## src/rtl/dmem_port_arbiter_if.sv

```systemverilog
// Bus bundle between the CPU execute stage, the DMA/debug loader and the DMEM port.
// slave = arbiter side, master = requesters plus memory (bench side).
interface dmem_port_arbiter_if #(
    parameter int ADDR_W = 14,
    parameter int DATA_W = 32
);
    logic              cpu_req;
    logic [ADDR_W-1:0] cpu_addr;
    logic [DATA_W-1:0] cpu_wdata;
    logic [3:0]        cpu_wea;
    logic              cpu_stall;
    logic [DATA_W-1:0] cpu_rdata;
    logic              cpu_rvalid;

    logic              dma_req;
    logic [ADDR_W-1:0] dma_addr;
    logic [DATA_W-1:0] dma_wdata;
    logic [3:0]        dma_wea;
    logic              dma_gnt;
    logic [DATA_W-1:0] dma_rdata;
    logic              dma_rvalid;

    logic [ADDR_W-1:0] dmem_addra;
    logic [DATA_W-1:0] dmem_dina;
    logic [3:0]        dmem_wea;
    logic [DATA_W-1:0] dmem_douta;

    modport slave (
        input  cpu_req, cpu_addr, cpu_wdata, cpu_wea,
        input  dma_req, dma_addr, dma_wdata, dma_wea,
        input  dmem_douta,
        output cpu_stall, cpu_rdata, cpu_rvalid,
        output dma_gnt, dma_rdata, dma_rvalid,
        output dmem_addra, dmem_dina, dmem_wea
    );

    modport master (
        output cpu_req, cpu_addr, cpu_wdata, cpu_wea,
        output dma_req, dma_addr, dma_wdata, dma_wea,
        output dmem_douta,
        input  cpu_stall, cpu_rdata, cpu_rvalid,
        input  dma_gnt, dma_rdata, dma_rvalid,
        input  dmem_addra, dmem_dina, dmem_wea
    );
endinterface

```

## src/rtl/dmem_port_arbiter.sv

```systemverilog
// Single-port DMEM arbiter: CPU has fixed priority, the DMA side gets a forced
// one-cycle slot after STARVE_MAX denied cycles; read returns tagged by owner.
module dmem_port_arbiter #(
    parameter int ADDR_W     = 14,
    parameter int DATA_W     = 32,
    parameter int STARVE_MAX = 4
) (
    input logic                clk,
    input logic                rst,
    dmem_port_arbiter_if.slave bus
);
    localparam logic [3:0] STARVE_LIM = 4'(STARVE_MAX);

    logic [3:0] wait_cnt;
    logic [1:0] rd_owner_q;
    logic       force_gnt;
    logic       dma_gnt;
    logic       cpu_gnt;

    assign force_gnt = bus.dma_req && (wait_cnt >= STARVE_LIM);
    assign dma_gnt   = bus.dma_req && (force_gnt || !bus.cpu_req);
    assign cpu_gnt   = bus.cpu_req && !dma_gnt;

    assign bus.dma_gnt   = dma_gnt;
    assign bus.cpu_stall = bus.cpu_req && dma_gnt;

    // Idle port drives all zeros so no stale address/data can reach a write.
    always_comb begin
        bus.dmem_addra = '0;
        bus.dmem_dina  = '0;
        bus.dmem_wea   = 4'h0;
        if (dma_gnt) begin
            bus.dmem_addra = bus.dma_addr;
            bus.dmem_dina  = bus.dma_wdata;
            bus.dmem_wea   = bus.dma_wea;
        end else if (cpu_gnt) begin
            bus.dmem_addra = bus.cpu_addr;
            bus.dmem_dina  = bus.cpu_wdata;
            bus.dmem_wea   = bus.cpu_wea;
        end
    end

    // Counter clears on the forced grant itself, so a forced slot lasts one cycle.
    always_ff @(posedge clk or negedge rst) begin
        if (!rst) begin
            wait_cnt   <= 4'h0;
            rd_owner_q <= 2'b00;
        end else begin
            if (bus.dma_req && !dma_gnt) begin
                if (wait_cnt != 4'hF)
                    wait_cnt <= wait_cnt + 4'd1;
            end else begin
                wait_cnt <= 4'h0;
            end
            rd_owner_q <= {dma_gnt && (bus.dma_wea == 4'h0),
                           cpu_gnt && (bus.cpu_wea == 4'h0)};
        end
    end

    assign bus.cpu_rvalid = rd_owner_q[0];
    assign bus.dma_rvalid = rd_owner_q[1];
    assign bus.cpu_rdata  = bus.dmem_douta;
    assign bus.dma_rdata  = bus.dmem_douta;
endmodule

```

## src/flat_wrapper.sv

```systemverilog
// flat-port wrapper written by rule: the top's interface ports become plain ports
module dmem_port_arbiter_flat 
#(
    parameter int ADDR_W     = 14,
    parameter int DATA_W     = 32,
    parameter int STARVE_MAX = 4
)
  (clk, rst, bus_cpu_req, bus_cpu_addr, bus_cpu_wdata, bus_cpu_wea, bus_dma_req, bus_dma_addr, bus_dma_wdata, bus_dma_wea, bus_dmem_douta, bus_cpu_stall, bus_cpu_rdata, bus_cpu_rvalid, bus_dma_gnt, bus_dma_rdata, bus_dma_rvalid, bus_dmem_addra, bus_dmem_dina, bus_dmem_wea);
  dmem_port_arbiter_if #(.ADDR_W(ADDR_W), .DATA_W(DATA_W)) bus_i ();
  input logic clk;
  input logic rst;
  input wire logic [$bits(bus_i.cpu_req)-1:0] bus_cpu_req;
  input wire logic [$bits(bus_i.cpu_addr)-1:0] bus_cpu_addr;
  input wire logic [$bits(bus_i.cpu_wdata)-1:0] bus_cpu_wdata;
  input wire logic [$bits(bus_i.cpu_wea)-1:0] bus_cpu_wea;
  input wire logic [$bits(bus_i.dma_req)-1:0] bus_dma_req;
  input wire logic [$bits(bus_i.dma_addr)-1:0] bus_dma_addr;
  input wire logic [$bits(bus_i.dma_wdata)-1:0] bus_dma_wdata;
  input wire logic [$bits(bus_i.dma_wea)-1:0] bus_dma_wea;
  input wire logic [$bits(bus_i.dmem_douta)-1:0] bus_dmem_douta;
  output wire logic [$bits(bus_i.cpu_stall)-1:0] bus_cpu_stall;
  output wire logic [$bits(bus_i.cpu_rdata)-1:0] bus_cpu_rdata;
  output wire logic [$bits(bus_i.cpu_rvalid)-1:0] bus_cpu_rvalid;
  output wire logic [$bits(bus_i.dma_gnt)-1:0] bus_dma_gnt;
  output wire logic [$bits(bus_i.dma_rdata)-1:0] bus_dma_rdata;
  output wire logic [$bits(bus_i.dma_rvalid)-1:0] bus_dma_rvalid;
  output wire logic [$bits(bus_i.dmem_addra)-1:0] bus_dmem_addra;
  output wire logic [$bits(bus_i.dmem_dina)-1:0] bus_dmem_dina;
  output wire logic [$bits(bus_i.dmem_wea)-1:0] bus_dmem_wea;
  assign bus_i.cpu_req = bus_cpu_req;
  assign bus_i.cpu_addr = bus_cpu_addr;
  assign bus_i.cpu_wdata = bus_cpu_wdata;
  assign bus_i.cpu_wea = bus_cpu_wea;
  assign bus_i.dma_req = bus_dma_req;
  assign bus_i.dma_addr = bus_dma_addr;
  assign bus_i.dma_wdata = bus_dma_wdata;
  assign bus_i.dma_wea = bus_dma_wea;
  assign bus_i.dmem_douta = bus_dmem_douta;
  assign bus_cpu_stall = bus_i.cpu_stall;
  assign bus_cpu_rdata = bus_i.cpu_rdata;
  assign bus_cpu_rvalid = bus_i.cpu_rvalid;
  assign bus_dma_gnt = bus_i.dma_gnt;
  assign bus_dma_rdata = bus_i.dma_rdata;
  assign bus_dma_rvalid = bus_i.dma_rvalid;
  assign bus_dmem_addra = bus_i.dmem_addra;
  assign bus_dmem_dina = bus_i.dmem_dina;
  assign bus_dmem_wea = bus_i.dmem_wea;
  dmem_port_arbiter #(.ADDR_W(ADDR_W), .DATA_W(DATA_W), .STARVE_MAX(STARVE_MAX)) u_core (.clk(clk), .rst(rst), .bus(bus_i));
endmodule
```

## config.mk

```make
export PLATFORM = sky130hd
export DESIGN_NAME = dmem_port_arbiter_flat
export DESIGN_NICKNAME = d
export VERILOG_FILES = /design/src/rtl/dmem_port_arbiter_if.sv /design/src/rtl/dmem_port_arbiter.sv /design/src/flat_wrapper.sv
export SDC_FILE = /design/constraint.sdc
export NUM_CORES = 1
export LEC_CHECK = 0
export CAP_MARGIN = 20
export CORE_AREA = 2 2 99 101
export DETAILED_ROUTE_END_ITERATION = 12
export DIE_AREA = 0 0 101 103
export PLACE_DENSITY = 0.67
export SKIP_CTS_REPAIR_TIMING = 1
export SYNTH_ARGS = -nofsm -noshare
export SYNTH_HDL_FRONTEND = slang
export SYNTH_SLANG_ARGS = --single-unit
```

## constraint.sdc

```tcl
create_clock -name clk -period 1.69 [get_ports clk]
set_clock_uncertainty 0.2 [all_clocks]
set_input_delay 0.2535 -clock clk [delete_from_list [all_inputs] [get_ports clk]]
set_output_delay 0.2535 -clock clk [all_outputs]
set_load 0.05 [all_outputs]
```

[After elaboration in Yosys (flattened, before gate mapping)]
Cells that the tools add are included.
Word-level totals
  logic and storage cells: 26
  input bits: 136
  flip-flop bits (word level): 6
Operators by class
  reduce and logical (&&, ||, !) cells: 12
  magnitude comparators: 1
  equal/unequal tests: 2
  $add $sub $neg: 1
  multiplexer cells: 8
Operator list (number)
  $mux W32: 2
  $mux W14: 2
  $mux W4: 4
  $logic_not A4 Y1: 2
  $logic_and A1 B1 Y1: 7
  $add A4 B1 Y4 const B: 1
  $ge A4 B3 Y1 const B: 1
  $ne A4 B4 Y1 const B: 1
  $logic_not A1 Y1: 2
  $ne A2 B2 Y1 const B: 1
  $logic_or A1 B1 Y1: 1

[Depth between registers and ports, before layout]
Gate-level depths: netlist (run 1).
  depth in word-level cells: 8
  depth in mapped cells: 4

[Least setup slack after synthesis (run 1)]
OpenSTA, ideal clock, no wires.
  path kind: reg-to-output
  from: register u_core.wait_cnt[2]
  to: output bus_dmem_addra[0]
  path buffers: 2
  stages on the path, launching flop included: 5
  data required time: 1.236 ns
  arrival: 1.674 ns
  path slack: -0.438 ns
  path through: dfrtp_1 -> o21a_1 -> clkbuf_1 -> buf_2 -> o22ai_1
On the way
  longest elaborated chain between the ends: 8
Ends and longest elaborated chain
  start, declared: line dmem_port_arbiter.sv:14  | logic [3:0] wait_cnt;
  start signal, assigned: line dmem_port_arbiter.sv:51  | wait_cnt <= wait_cnt + 4'd1;
  $ge A4 B3 Y1 (*): line dmem_port_arbiter.sv:20  | assign force_gnt = bus.dma_req && (wait_cnt >= STARVE_LIM);
  $logic_and A1 B1 Y1 (*): line dmem_port_arbiter.sv:20
  $logic_or A1 B1 Y1 (*): line dmem_port_arbiter.sv:21  | assign dma_gnt = bus.dma_req && (force_gnt || !bus.cpu_req);
  $logic_and A1 B1 Y1 (*): line dmem_port_arbiter.sv:21
  $logic_not A1 Y1: line dmem_port_arbiter.sv:22  | assign cpu_gnt = bus.cpu_req && !dma_gnt;
  $logic_and A1 B1 Y1: line dmem_port_arbiter.sv:22
  $mux W14: line dmem_port_arbiter.sv:36  | end else if (cpu_gnt) begin
  $mux W14 (*): line dmem_port_arbiter.sv:32  | if (dma_gnt) begin
  end, declared: line flat_wrapper.sv:27  | output wire logic [$bits(bus_i.dmem_addra)-1:0] bus_dmem_addra;
Mark *: on every way between the ends. The rest lies on a longest branch, timed or not.

[Final worst setup path (run 1)]
  from: register u_core.wait_cnt[2]
  to: output bus_dmem_addra[2]
The elaborated chain is that of the path after synthesis.

==> results of run 1 <==
## power groups by stage
stage | sequential [mW] | combinational (mW) | clock, mW
finish | 0.151 | 1.42 | 0.208
global route | 0.151 | 1.48 | 0.226
CTS | 0.151 | 1.36 | 0.216
detailed placement | 0.152 | 1.36 | 0
global placement | 0.152 | 1.35 | 0
floorplan | 0.154 | 1.25 | 0
## per-layer routing
metal  share of wire  up-vias  track usage
li1                -     1001            -
met1            0.36      963        0.128
met5               0        -            0
met2            0.51      130        0.220
met4           0.020        0       0.0437
met3            0.11       20       0.0264
## registers in the layout, indices dropped and copies added, names as in the netlist
register and count:
u_core.wait_cnt 4, u_core.rd_owner_q 2
## cell usage in the layout (no fill, tap or decap), types with 2 or more instances in the layout
cell type	Yosys	final
and4_1	2	2
buf_12	0	13
buf_2	6	2
buf_4	65	29
buf_6	5	36
clkbuf_8	0	3
clkdlybuf4s50_1	0	101
dfrtp_1	6	6
nand2_1	101	101
nor2_2	0	2
nor3b_1	2	2
o22ai_4	0	50
or4_1	2	2
## cell families after synthesis
logic type | Yosys count
buffers and inverters | 87
AO/OA/AOI/OAI | 51
flip-flops | 6
adder cells (fa/ha/maj) | 1
AND/OR/NAND/NOR | 112
other | 1
## stage by stage
step	cell area [µm²]	util	instances	hold slack (ns)	worst slack, ns
detailed placement	3550	0.375	464	0.236	-0.105
CTS	3590	0.379	467	0.0891	-0.327
global route	3780	0.400	471	0.102	-0.351
floorplan	2260	-	258	-0.242	-0.149
global placement	3550	0.375	464	0.234	-0.0926
finish	3780	0.400	471	0.0847	-0.285
## layout make-up
cell class,count,area (µm²),share of cell area
Tap cell,114,143,0.0377
Timing Repair Buffer,183,1940,0.514
Clock buffer,3,41.3,0.0109
Multi-Input combinational cell,165,1510,0.398
Sequential cell,6,150,0.0397
## worst max-delay path, cell delays in order (launching register included)
cell and delay [ns]:
dfrtp_1 0.42, nor3b_4 0.25, buf_12 0.19, buf_12 0.18, o22ai_4 0.07, buf_4 0.19
## how the worst max path moves through the flow
stage / startpoint / to / cells after the start / slack (ns)
floorplan: u_core.wait_cnt[2] / bus_dmem_addra[0] / 4 / -0.15
global placement: bus_dma_wea[2] / u_core.rd_owner_q[1] / 3 / -0.09
detailed placement: bus_dma_wea[2] / u_core.rd_owner_q[1] / 3 / -0.10
CTS: u_core.wait_cnt[2] / bus_dmem_dina[25] / 5 / -0.33
global route: u_core.wait_cnt[2] / bus_dmem_addra[2] / 5 / -0.35
finish: u_core.wait_cnt[2] / bus_dmem_addra[2] / 5 / -0.28
==> out/metrics.yaml, run 1 <==
status: "finished, violations left"
violations: "setup timing"
yosysTopAreaCell: "buf_4"
antenna_found_initial: 0
grt_first_pass_wirelength_um: 9790
cts_tree: "done"
yosysSeqAreaShare: 0.0958
regToRegSetupSlack_ns: 0.24
syn-instance-count: 258
worst_r2r_endpoint: "u_core.rd_owner_q[1]"
synth_top_family_by_area: "buffers and inverters"
cp-end-kind: "output port"
yosys.area_share.adder: 0.00798
synth-main-ff-cell: "dfrtp_1"
p_total_mw: 1.78
grt_pass1_vias: 1964
rows: 36
vias: 2114
antenna_cells: 0
synth_edf_count: 0
gp_congestion: 0.736
rsz0062_at_grt: "true"
period_share: 1.17
avgSynthCellArea_um2: 6.08
power_frac_seq: 0.085
hp-class: "in2async"
dr.pass1.iters: 4
ant_nets: 0
synth-simple-area-share: 0.297
power_frac_clock: 0.117
synth.most_common_cell: "nand2_1"
switching_share: 0.458
pwr-share-comb: 0.798
fin_ws_ns: -0.285
dieHeight_um: 103
cp.required_ns: 1.24
p_int_mw: 0.963
clk_latency_ns: 0.22
htree_levels: 1
track_usage: 0.117
core_mm2: 0.00946
synth_fp_nets: 395
cts_root_buffer: "clkbuf_8"
slew_viol_final: 0
cp-start-kind: "register"
drt_iter0_markers: 32
ctsLongestPathBuffers: 2
async_reset_ff_frac: 1.00
synth-compound-area-share: 0.204
die_w_um: 101
hold_viol: 0
fmax_ghz: 0.506
vias_per_cell: 4.49
path_clk_slew_ns: 0.04
drive_gt1_frac: 0.392
power_switching_mw: 0.814
dieArea_mm2: 0.0104
setup_viol: 51
cts.sinks: 6
synth_common_cells: "101 x nand2_1, 65 x buf_4, 50 x o22ai_1"
r2r-start: "u_core.wait_cnt[2]"
crit_type: "reg2out"
synth.top_cell.area_share: 0.311
num_io_pins: 254
synth-xor-area-share: 0
cp.arrival_ns: 1.52
p_leak_nw: 1.44
power_per_cell_area_mw_per_mm2: 470
layout.nets: 496
syn_to_final_growth_pct: 141
post_drt_wl_per_cell_um: 14.9
irDropWorstVdd_v: 0.000198
synth_warnings: 0
critPathMaxFanout: 12
wirelength_um: 7040
synth-seq-cells: 6
grt_max_degree: 34
grt-ovfl-total: 0
initial_core_util: 0.166
cts-buffers-inserted: 3
netlist_top_cells_area: "buf_4 31%, nand2_1 24%, o22ai_1 20%"
io_buffers: 157
reg2regPathDepth: 4
drcViolationCount: 0
fillers: 942
syn_area_mm2: 0.00157
drv_cap: 0
fin_crit_ns: 1.97
dp_hpwl_um: 5770
synth_mux_area_frac: 0
synth_cell_types: 17
setup_tns_ns: -12.40
Note: power is estimated with default switching activity, not from simulation.
==> run 2: changes to the inputs <==
--- a/config.mk
+++ b/config.mk
@@ -11,6 +11,7 @@
 export DIE_AREA = 0 0 101 103
 export PLACE_DENSITY = 0.67
 export SKIP_CTS_REPAIR_TIMING = 1
+export SLEW_MARGIN = 30
 export SYNTH_ARGS = -nofsm -noshare
 export SYNTH_HDL_FRONTEND = slang
 export SYNTH_SLANG_ARGS = --single-unit
==> results of run 2 <==
The final DEF is identical to that of run 1; final timing and power are the same.
